### config.mk
export PLATFORM = sky130hd
export DESIGN_NAME = ee354_ssd_scan_driver_flat
export DESIGN_NICKNAME = d
export VERILOG_FILES = /design/src/rtl/ee354_ssd_scan_driver_if.sv /design/src/rtl/ee354_ssd_scan_driver.sv /design/src/flat_wrapper.sv
export SDC_FILE = /design/constraint.sdc
export NUM_CORES = 1
export LEC_CHECK = 0
export ABC_CLOCK_PERIOD_IN_PS = 2100
export BUFFER_PORTS_ARGS = -buffer_cell sky130_fd_sc_hd__clkbuf_2
export CORE_MARGIN = 2
export CORE_UTILIZATION = 45
export CTS_CLUSTER_DIAMETER = 100
export DETAILED_ROUTE_END_ITERATION = 16
export PLACE_DENSITY = 0.77
export SKIP_CTS_REPAIR_TIMING = 1
export SKIP_LAST_GASP = 1
export SLEW_MARGIN = 20
export SYNTH_ARGS = -nofsm -noshare
export SYNTH_HDL_FRONTEND = slang
export SYNTH_SLANG_ARGS = --single-unit
### constraint.sdc
create_clock -name board_clk -period 2.1 [get_ports board_clk]
set_input_delay 0.315 -clock board_clk [delete_from_list [all_inputs] [get_ports board_clk]]
set_output_delay 0.315 -clock board_clk [all_outputs]
set_load 0.01 [all_outputs]
### src/rtl/ee354_ssd_scan_driver_if.sv
// Display-side bundle for the seven-segment scan driver.
// The master supplies the nibbles and controls; the slave drives the pins.
interface ee354_ssd_scan_driver_if;
    logic [15:0] digits_in;
    logic [3:0]  digit_en;
    logic [3:0]  dp_in;
    logic [3:0]  blink_en;
    logic        lz_suppress;
    logic [3:0]  an_n;
    logic [7:0]  cath_n;
    logic [1:0]  scan_idx;

    modport master (
        output digits_in, digit_en, dp_in, blink_en, lz_suppress,
        input  an_n, cath_n, scan_idx
    );

    modport slave (
        input  digits_in, digit_en, dp_in, blink_en, lz_suppress,
        output an_n, cath_n, scan_idx
    );
endinterface

### src/rtl/ee354_ssd_scan_driver.sv
// Four-digit common-anode scan driver with per-frame snapshot,
// anode guard time, leading-zero suppression, blink and decimal points.
module ee354_ssd_scan_driver #(
    parameter int SCAN_DIV_BITS = 18,
    parameter int GUARD_CYCLES  = 1024,
    parameter int BLINK_BIT     = 26
) (
    input  logic                         board_clk,
    input  logic                         Reset,
    ee354_ssd_scan_driver_if.slave       ssd
);
    localparam int CW = BLINK_BIT + 1;
    localparam logic [SCAN_DIV_BITS-1:0] GUARD_LIM = SCAN_DIV_BITS'(GUARD_CYCLES);

    logic [CW-1:0] cnt;
    logic [1:0]    scan_idx;
    logic          first;
    logic [15:0]   snap_dig;
    logic [3:0]    snap_en;
    logic [3:0]    snap_dp;
    logic [3:0]    snap_blink;
    logic          snap_lz;
    logic [3:0]    an_q;
    logic [7:0]    cath_q;

    logic          boundary;
    logic          guard;
    logic          lz3;
    logic          lz2;
    logic          lz1;
    logic [3:0]    blank_vec;
    logic [3:0]    nib;
    logic [3:0]    an_d;
    logic [7:0]    cath_d;

    function automatic logic [6:0] seg7(input logic [3:0] v);
        logic [6:0] s;
        case (v)
            4'h0: s = 7'b0000001;
            4'h1: s = 7'b1001111;
            4'h2: s = 7'b0010010;
            4'h3: s = 7'b0000110;
            4'h4: s = 7'b1001100;
            4'h5: s = 7'b0100100;
            4'h6: s = 7'b0100000;
            4'h7: s = 7'b0001111;
            4'h8: s = 7'b0000000;
            4'h9: s = 7'b0000100;
            4'hA: s = 7'b0001000;
            4'hB: s = 7'b1100000;
            4'hC: s = 7'b0110001;
            4'hD: s = 7'b1000010;
            4'hE: s = 7'b0110000;
            default: s = 7'b0111000;
        endcase
        return s;
    endfunction

    assign boundary = (cnt[SCAN_DIV_BITS-1:0] == '0);
    assign guard    = (cnt[SCAN_DIV_BITS-1:0] < GUARD_LIM);

    // Leading zeros ripple from the leftmost digit; digit 0 always shows.
    assign lz3 = snap_lz & (snap_dig[15:12] == 4'h0);
    assign lz2 = lz3 & (snap_dig[11:8] == 4'h0);
    assign lz1 = lz2 & (snap_dig[7:4] == 4'h0);

    assign blank_vec = ~snap_en
                     | (snap_blink & {4{cnt[BLINK_BIT]}})
                     | {lz3, lz2, lz1, 1'b0};

    assign nib = snap_dig[{scan_idx, 2'b00} +: 4];

    always_comb begin
        an_d   = 4'b1111;
        cath_d = 8'hFF;
        if (!guard && !blank_vec[scan_idx]) begin
            an_d   = ~(4'b0001 << scan_idx);
            cath_d = {seg7(nib), ~snap_dp[scan_idx]};
        end
    end

    always_ff @(posedge board_clk or posedge Reset) begin
        if (Reset) begin
            cnt        <= '0;
            scan_idx   <= 2'd3;
            first      <= 1'b1;
            snap_dig   <= 16'h0000;
            snap_en    <= 4'h0;
            snap_dp    <= 4'h0;
            snap_blink <= 4'h0;
            snap_lz    <= 1'b0;
            an_q       <= 4'b1111;
            cath_q     <= 8'hFF;
        end else begin
            cnt    <= cnt + 1'b1;
            first  <= 1'b0;
            an_q   <= an_d;
            cath_q <= cath_d;
            // New frame starts when scanning wraps back to digit 3.
            if (first || (boundary && scan_idx == 2'd0)) begin
                snap_dig   <= ssd.digits_in;
                snap_en    <= ssd.digit_en;
                snap_dp    <= ssd.dp_in;
                snap_blink <= ssd.blink_en;
                snap_lz    <= ssd.lz_suppress;
            end
            if (boundary && !first)
                scan_idx <= scan_idx - 2'd1;
        end
    end

    assign ssd.an_n     = an_q;
    assign ssd.cath_n   = cath_q;
    assign ssd.scan_idx = scan_idx;
endmodule

### src/flat_wrapper.sv
// flat-port wrapper written by rule: the top's interface ports become plain ports
module ee354_ssd_scan_driver_flat 
#(
    parameter int SCAN_DIV_BITS = 18,
    parameter int GUARD_CYCLES  = 1024,
    parameter int BLINK_BIT     = 26
)
  (board_clk, Reset, ssd_digits_in, ssd_digit_en, ssd_dp_in, ssd_blink_en, ssd_lz_suppress, ssd_an_n, ssd_cath_n, ssd_scan_idx);
  ee354_ssd_scan_driver_if ssd_i ();
  input  logic board_clk;
  input  logic Reset;
  input wire logic [$bits(ssd_i.digits_in)-1:0] ssd_digits_in;
  input wire logic [$bits(ssd_i.digit_en)-1:0] ssd_digit_en;
  input wire logic [$bits(ssd_i.dp_in)-1:0] ssd_dp_in;
  input wire logic [$bits(ssd_i.blink_en)-1:0] ssd_blink_en;
  input wire logic [$bits(ssd_i.lz_suppress)-1:0] ssd_lz_suppress;
  output wire logic [$bits(ssd_i.an_n)-1:0] ssd_an_n;
  output wire logic [$bits(ssd_i.cath_n)-1:0] ssd_cath_n;
  output wire logic [$bits(ssd_i.scan_idx)-1:0] ssd_scan_idx;
  assign ssd_i.digits_in = ssd_digits_in;
  assign ssd_i.digit_en = ssd_digit_en;
  assign ssd_i.dp_in = ssd_dp_in;
  assign ssd_i.blink_en = ssd_blink_en;
  assign ssd_i.lz_suppress = ssd_lz_suppress;
  assign ssd_an_n = ssd_i.an_n;
  assign ssd_cath_n = ssd_i.cath_n;
  assign ssd_scan_idx = ssd_i.scan_idx;
  ee354_ssd_scan_driver #(.SCAN_DIV_BITS(SCAN_DIV_BITS), .GUARD_CYCLES(GUARD_CYCLES), .BLINK_BIT(BLINK_BIT)) u_core (.board_clk(board_clk), .Reset(Reset), .ssd(ssd_i));
endmodule
==> impl_metrics.toml, run 1 <==
[placement]
io_buffer_count = 44
hpwl_um = 4350
dp_cells = 400
gp_congestion = 0.851

[grt]
grtUsageMet3 = 0.0459
grt-ovfl-total = 0
grt_pass1_wl_um = 10400
grt_use_met2 = 0.271
grt_max_degree = 72
grt_pass1_vias = 2246
top_usage_layer = "met2"
track_usage = 0.160
antenna_found_initial = 0
met1_usage = 0.195

[clocking]
cts_tree = "built"
cts_root_buf = "clkbuf_8"
clock_path_buffers = 2
cts_buffers = 9
htreeDepth = 3
clock-sinks = 71
clk_latency_ps = 350
clk_pin_slew_ps = 70

[logic_synthesis]
ys_seq_elements = 71
synth_ff_type = "dfrtp_1"
synthesis.area_um2 = 3370
ys_types = 41
yosysMostFrequentCell = "dfrtp_1"
netlist_instances = 261
synth.area.top_cells = "dfrtp_1 (42%), dfstp_2 (12%), mux2_2 (6.7%)"
synth_nets = 304
ys_warn_count = 0
postSynthAreaPerCell_um2 = 12.9
synth_common_cells = "dfrtp_1 (56), nand2_1 (27), xnor2_1 (21), mux2_2 (20)"
synth_edf_count = 0
ys_seq_area_frac = 0.532
yosysTopAreaCellShare = 0.415
yosysTopAreaCell = "dfrtp_1"
async_flop_share = 1.00

[timing]
whs_ps = 13.0
rsz0062_at_grt = "no"
slew_violations = 0
hold_viol = 0
fmax_mhz = 498
setup_viol = 0
finalSetupTns_ps = 0
period_share = 0.957
finalClockSkew_ps = 14.6
layout_min_cycle_time_ps = 2010

[setup_path]
reg2reg_slack_ps = 90
cp.arrival_ps = 2290
required_ps = 2380
start_kind = "register"
reg2reg_from = "u_core.ssd.scan_idx[1]$_DFFE_PP1P_"
path_max_fanout = 6
end_kind = "register"
critPathKind = "reg -> reg"
reg2reg_depth = 6
rr_endpoint = "u_core.ssd.cath_n[4]$_DFF_PP1_"

[floorplanning]
die-area_um2 = 8210
start_util = 0.465
die_w_um = 90.6
ioPinCount = 45
die_h_um = 90.6
rows = 31
coreArea_um2 = 7250

[drt]
drt_iter0_drc = 117
drc = 0
vias_per_cell = 5.15
ant_nets = 0
vias = 2142
routed_wl_um = 6000
routedWlPerCell_um = 14.4
dr.pass1.iters = 4

[final_layout]
diodes = 0
layout.cells.non_filler = 416
fin_nets = 355
syn2layout_area_growth_pct = 15.2
drive_gt1_frac = 0.401
fin_util = 0.536

[worst_hold_path]
hold_class = "in -> async"

[status]
status = "finished, final reports clean"

[flow_run]
maxCapViolCount = 0

[power_and_ir_drop]
power.total_mw = 2.75
power_density_nw_per_um2 = 708
p_leak_nw = 1.74
peakVddDrop_mv = 0.333
[worst max-delay path: stages, from the launching register on]
cell	delay (ps)
dfstp_2	600
mux4_2	570
inv_1	190
ha_1	290
a21oi_1	130
o21ai_0	90
nand2_1	80
[how the worst max path moves through the flow]
| stage | startpoint | endpoint | slack, ps | cells past startpoint |
|---|---|---|---|---|
| after floorplan | Reset | u_core.cnt[0]$_DFF_PP0_ | 10 | 1 |
| after global placement | u_core.ssd.scan_idx[1]$_DFFE_PP1P_ | u_core.ssd.cath_n[4]$_DFF_PP1_ | 190 | 6 |
| after detailed placement | u_core.ssd.scan_idx[1]$_DFFE_PP1P_ | u_core.ssd.cath_n[4]$_DFF_PP1_ | 110 | 7 |
| after CTS | u_core.ssd.scan_idx[1]$_DFFE_PP1P_ | u_core.ssd.cath_n[4]$_DFF_PP1_ | 110 | 7 |
| after global routing | u_core.ssd.scan_idx[1]$_DFFE_PP1P_ | u_core.ssd.cath_n[4]$_DFF_PP1_ | 1 | 6 |
| final | u_core.ssd.scan_idx[1]$_DFFE_PP1P_ | u_core.ssd.cath_n[4]$_DFF_PP1_ | 90 | 6 |
[power by group]
group | switching (mW) | internal (mW) | total [mW]
Combinational | 0.155 | 0.171 | 0.325
Clock | 0.494 | 0.456 | 0.950
Sequential | 0.0459 | 1.43 | 1.48
[cells by family (layout without fill, tap and decap cells)]
kind of cell | after synthesis | after routing | share of synthesized area
and+or+nand+nor | 82 | 82 | 0.143
DFF | 71 | 71 | 0.532
muxes | 36 | 36 | 0.149
xor gates and xnor gates | 26 | 26 | 0.0675
buffers and inverters | 18 | 74 | 0.0323
AOI/OAI and AO/OA | 15 | 15 | 0.0304
adders and majority gates | 12 | 12 | 0.0445
other | 1 | 1 | 0.00111
[state kept, by name (all words and copies together), names as in the netlist]
register / flops
u_core.snap_blink: 4
u_core.snap_dp: 4
u_core.cnt: 27
u_core.ssd.cath_n: 8
u_core.ssd.scan_idx: 2
u_core.snap_dig: 16
u_core.snap_lz: 1
u_core.first: 1
u_core.snap_en: 4
u_core.ssd.an_n: 4
[routing by layer]
layer	share of wire	vias up	routed length (um)
met3	0.037	14	224
li1	-	1009	-
met5	0	-	0
met1	0.42	1073	2530
met4	0.017	0	105
met2	0.52	46	3140
[metrics by stage]
stage,worst slack (ps),cell area [um^2]
floorplan,13.3,3370
global placement,193,3720
detailed placement,114,3720
CTS,111,3880
global route,1.33,3890
finish,90.9,3890
[final cells by class]
| cell class | count | area (um^2) |
|---|---|---|
| Sequential cell | 71 | 1800 |
| Inverter | 8 | 30.0 |
| Tap cell | 99 | 124 |
| Timing Repair Buffer | 50 | 290 |
| Multi-Input combinational cell | 172 | 1480 |
| Clock inverter | 4 | 22.5 |
| Fill cell | 621 | 3370 |
| Clock buffer | 12 | 145 |
[placed cells by master (no fill, tap or decap), drive strengths merged]
master / instances
clkbuf: 56
clkinvlp: 1
xor2: 5
nor2b: 2
and4: 5
mux2: 31
clkinv: 3
o21a: 1
xnor2: 21
nand3b: 1
nand4: 5
o221ai: 1
buf: 6
nand3: 17
ha: 12
dfrtp: 56
or4: 1
and3: 3
nor2: 6
a21oi: 5
nand2b: 1
nor3: 3
nand2: 27
conb: 1
o21ai: 2
inv: 8
o211ai: 3
or3: 1
a31oi: 2
a22oi: 1
nor4: 6
and2: 3
mux4: 5
or2: 1
dfstp: 15
(Power assumes the default switching activity.)
==> inputs of run 2 (changes only) <==
Settings changed: ABC_CLOCK_PERIOD_IN_PS 2100 to 1800.
Clock period 2.1 ns to 1.8 ns, I/O delays scaled along.
==> run 2 against run 1 <==
The run now ends with hold timing, setup timing left. Non-clock buffer count up 30. Sequential power up 16%. Combinational power up 60%. Final area up 10%. Utilization up 5.5 points. First-iteration DRC count up 41%. Clock-buffer cell count unchanged. Clock power up 29%. Cell count up 7.2%. Highest routed layer unchanged.
==> impl_metrics.toml, run 2 (synthesized netlist as in run 1, its figures left out) <==
[status]
status = "complete, but fails checks"
failed_checks = "hold timing, setup timing"

[floorplanning]
die_h_um = 90.6
ioPinCount = 45
die-area_um2 = 8210
die_w_um = 90.6
rows = 31
coreArea_um2 = 7250
start_util = 0.465

[setup_path]
slowest_stage = "mux4_2"
required_ps = 2060
cp.depth = 4
cp.arrival_ps = 2150
start_kind = "register"
critPathLaunch = "u_core.ssd.scan_idx[1]$_DFFE_PP1P_"
path_max_fanout = 6
crit_path_max_incr_delay_ps = 620
crit_buf_inv = 0
critPathKind = "reg -> reg"
crit_family = "multiplexers"
end_kind = "register"
crit_chain = "mux4_2 > ha_2 > mux2_4 > o211ai_2"
reg2reg_depth = 4
reg2reg_from = "u_core.ssd.scan_idx[1]$_DFFE_PP1P_"

[final_layout]
design_area_um2 = 4280
largest_register_ffs = 27
fin_nets = 385
final_common_cell = "dfrtp_1"
regMostFlops = "u_core.cnt"
syn2layout_area_growth_pct = 26.9
final_cell_mix = "dfrtp_1 (55), clkbuf_2 (44), buf_4 (28), nand2_1 (25), xnor2_1 (21)"
layout.cells.non_filler = 446
drive_gt1_frac = 0.504
diodes = 0

[drt]
ant_nets = 0
drc = 0
drt_iter0_drc = 165
routed_wl_um = 6870
dr.pass1.iters = 4
routedWlPerCell_um = 15.4
vias = 2293
vias_per_cell = 5.14

[placement]
gp_congestion = 0.893
io_buffer_count = 44
hpwl_um = 4940
dp_cells = 421
place_area_um2 = 3910

[power_and_ir_drop]
power_density_nw_per_um2 = 811
peakVddDrop_mv = 0.478
p_leak_nw = 1.91

[timing]
rsz0062_at_grt = "yes"
finalClockSkew_ps = 11.6
fmax_mhz = 529
period_share = 1.05
whs_ps = -7.35
setup_slack_ps = -89.8
slew_violations = 0
setup_viol = 15
hold_viol = 14
slew_headroom = 0.604
tightest_slew_ps = 593
layout_min_cycle_time_ps = 1890

[worst_hold_path]
hold_class = "in -> async"

[grt]
antenna_found_initial = 0
grt-ovfl-total = 0
grt_max_degree = 28
grt_pass1_vias = 2380
track_usage = 0.171
grt_pass1_wl_um = 11100

[clocking]
clk_latency_ps = 330
clock_path_buffers = 2
cts_buffers = 9
cts_tree = "built"
clk_pin_slew_ps = 70
htreeDepth = 3
cts_root_buf = "clkbuf_8"
clock-sinks = 71

[flow_run]
maxCapViolCount = 0
run 2: cell types whose count changed in the layout (fill, tap and decap cells not counted), moves of 3 or more:
| cell | delta |
|---|---|
| ha_1 | -6 |
| inv_1 | -4 |
| ha_4 | +4 |
| buf_6 | +4 |
| inv_4 | +3 |
| buf_4 | +24 |
run 2: worst reg2reg max path, cell delays in order (launching register included):
cell	delay, ps
dfstp_2	580
mux4_2	620
ha_2	220
mux2_4	260
o211ai_2	140
run 2: layer usage:
metal,up-vias,global-route usage,share of wire
li1,1075,-,-
met1,1161,0.198,0.41
met2,47,0.299,0.54
met3,10,0.0518,0.035
met4,0,0.0615,0.017
met5,-,0,0
run 2: worst paths after layout:
kind | slack, ps | to
worst max-delay path | -90 | u_core.ssd.cath_n[3]$_DFF_PP1_
worst min-delay path | -7 | u_core.cnt[9]$_DFF_PP0_
worst max register to register | -90 | u_core.ssd.cath_n[3]$_DFF_PP1_
worst min register to register | 470 | u_core.cnt[18]$_DFF_PP0_
max in group asynchronous | 1230 | u_core.ssd.an_n[1]$_DFF_PP1_
min in group board_clk | 160 | u_core.snap_dp[1]$_DFFE_PP0P_
run 2: metrics by stage:
stage	power (mW)	hold WS, ps	TNS (ps)	worst slack, ps	utilization
2_1_floorplan	2.04	419	-719	-108	-
6_report	3.47	-7.35	-411	-89.8	0.590
4_1_cts	3.44	-2.23	-770	-97.2	0.565
5_1_grt	3.63	20.6	-1850	-143	0.590
3_5_place_dp	2.20	361	-396	-63.5	0.539
3_3_place_gp	2.18	366	-13.9	-9.90	0.539
run 2: area by class of cell:
cell class / instances / area, um^2
sequential: 71 / 1800
tap: 99 / 124
clock inverter: 4 / 47.5
multi-input combinational: 172 / 1560
fill: 568 / 2970
clock buffer: 12 / 145
inverter: 8 / 41.3
timing repair buffer: 80 / 566
run 2: power breakdown:
part	leakage, nW	switching, mW	total, mW	internal (mW)
registers	0.857	0.0530	1.72	1.67
logic	0.958	0.238	0.520	0.282
clock network	0.0964	0.557	1.23	0.674
total	1.91	0.847	3.47	2.62
==> inputs of run 3 (changes only) <==
Settings changed: CTS_BUF_LIST from default to sky130_fd_sc_hd__clkbuf_16, GPL_TIMING_DRIVEN from default to 0.
==> run 3 against run 2 <==
The run still ends with hold timing, setup timing left. Power rose by 20%. Maximum frequency down 6.9%. Clock power is 54% higher. Global-route usage is 1.1 points lower. Worst setup slack worse by 140 ps. Critical endpoint unchanged. Largest power group is now clock. Highest routed layer unchanged.
==> impl_metrics.toml, run 3 (synthesized netlist as in run 1, its figures left out) <==
[clocking]
htreeDepth = 3
clock-sinks = 71
clk_pin_slew_ps = 60
clock_path_buffers = 2
clk_latency_ps = 330
cts_tree = "built"
cts_root_buf = "clkbuf_16"
cts_buffers = 9

[status]
failed_checks = "hold timing, setup timing"
status = "complete, but fails checks"

[floorplanning]
start_util = 0.465
rows = 31
die_w_um = 90.6
coreArea_um2 = 7250
die-area_um2 = 8210
ioPinCount = 45
die_h_um = 90.6

[power_and_ir_drop]
pwr-share-comb = 0.130
p_switching_mw = 0.993
p_leak_nw = 2.01
power.total_mw = 4.17
clock_power_share = 0.456
peakVddDrop_mv = 0.446
internal_power_mw = 3.18
power_frac_seq = 0.414
power_density_nw_per_um2 = 925
switching_share = 0.238

[flow_run]
maxCapViolCount = 0

[drt]
dr.pass1.iters = 4
drt_iter0_drc = 112
ant_nets = 0
drc = 0
vias = 2311
routedWlPerCell_um = 16.0
vias_per_cell = 5.15
routed_wl_um = 7180

[setup_path]
crit_path_max_incr_delay_ps = 630
critPathKind = "reg -> reg"
end_kind = "register"
reg2reg_from = "u_core.ssd.scan_idx[1]$_DFFE_PP1P_"
required_ps = 2050
critPathLaunch = "u_core.ssd.scan_idx[1]$_DFFE_PP1P_"
crit_chain = "buf_6 > mux4_2 > inv_4 > buf_4 > ha_2 > mux2_4 > o211ai_2"
slowest_stage = "mux4_2"
path_max_fanout = 6
start_kind = "register"
cp.arrival_ps = 2280

[grt]
grtUsageMet3 = 0.0543
grt_pass1_wl_um = 10200
grt-ovfl-total = 0
grt_use_met2 = 0.257
met1_usage = 0.200
antenna_found_initial = 0
track_usage = 0.160
grt_pass1_vias = 2186
top_usage_layer = "met2"
grt_max_degree = 28

[timing]
setup_slack_ps = -229
period_share = 1.13
finalClockSkew_ps = 5.90
setup_viol = 26
tightest_slew_ps = 635
hold_viol = 12
slew_headroom = 0.573
slew_violations = 0
rsz0062_at_grt = "yes"
fmax_mhz = 493
whs_ps = -28.5
layout_min_cycle_time_ps = 2030

[final_layout]
layout.cells.non_filler = 449
final_cell_mix = "dfrtp_1 (52), clkbuf_2 (44), nand2_1 (26), buf_4 (23), xnor2_1 (21)"
syn2layout_area_growth_pct = 33.7
drive_gt1_frac = 0.531
diodes = 0
final_common_cell = "dfrtp_1"
regMostFlops = "u_core.cnt"
largest_register_ffs = 27
design_area_um2 = 4510
fin_nets = 388
filler_cell_count = 551

[placement]
gp_congestion = 0.799
dp_cells = 406
dp_worst_setup_slack_ps = -244
hpwl_um = 4440
io_buffer_count = 44
place_area_um2 = 3810

[worst_hold_path]
hold_class = "in -> async"
[run 3: cell count changes in the layout (fill, tap and decap cells not counted), sizes merged]
cell	delta
clkinv	+1
buf	+3
clkbuf	-3
clkinvlp	+1
bufinv	+1
[run 3: path summary, 6_finish.rpt]
check / end / slack, ps / depth (start not counted)
worst max-delay path: u_core.ssd.cath_n[3]$_DFF_PP1_ / -230 / 7
worst min-delay path: u_core.snap_dig[10]$_DFFE_PP0P_ / -30 / 2
worst max register to register: u_core.ssd.cath_n[3]$_DFF_PP1_ / -230 / 7
worst min register to register: u_core.cnt[24]$_DFF_PP0_ / 460 / 1
max in group asynchronous: u_core.ssd.scan_idx[1]$_DFFE_PP1P_ / 1070 / 4
min in group board_clk: u_core.snap_dig[0]$_DFFE_PP0P_ / 160 / 2
[run 3: layer usage]
layer | routed length (um) | share of wire | vias up
li1 | - | - | 1083
met1 | 3000 | 0.42 | 1154
met2 | 3700 | 0.52 | 60
met3 | 315 | 0.044 | 14
met4 | 159 | 0.022 | 0
met5 | 0 | 0 | -
[run 3: power groups by stage]
stage          Combinational (mW)  Sequential, mW  Clock (mW)
4_1_cts                     0.425            1.72        1.93
3_3_place_gp                0.398            1.75           0
2_1_floorplan               0.316            1.73           0
5_1_grt                     0.581            1.73        2.02
3_5_place_dp                0.422            1.75           0
6_report                    0.543            1.73        1.90
[run 3: through the flow]
stage,utilization,TNS [ps]
finish,0.622,-2980
global route,0.622,-5200
CTS,0.570,-5030
detailed placement,0.525,-4110
global placement,0.519,-3590
floorplan,-,-719
[run 3: cell type report]
cell class / count / area, um^2 / share of cell area
multi-input combinational: 172 / 1600 / 0.353
clock buffer: 9 / 225 / 0.0499
tap: 99 / 124 / 0.0274
clock inverter: 7 / 97.6 / 0.0216
sequential: 71 / 1800 / 0.399
timing repair buffer: 73 / 514 / 0.114
inverter: 8 / 41.3 / 0.00915
buffer: 10 / 115 / 0.0255
[run 3: critical path, delay by kind of cell (launching register included)]
kind,cells,cell delay (ps)
flops,1,550
fa+ha+maj,1,150
compound gates,1,80
buf+inv,3,380
mux,2,780
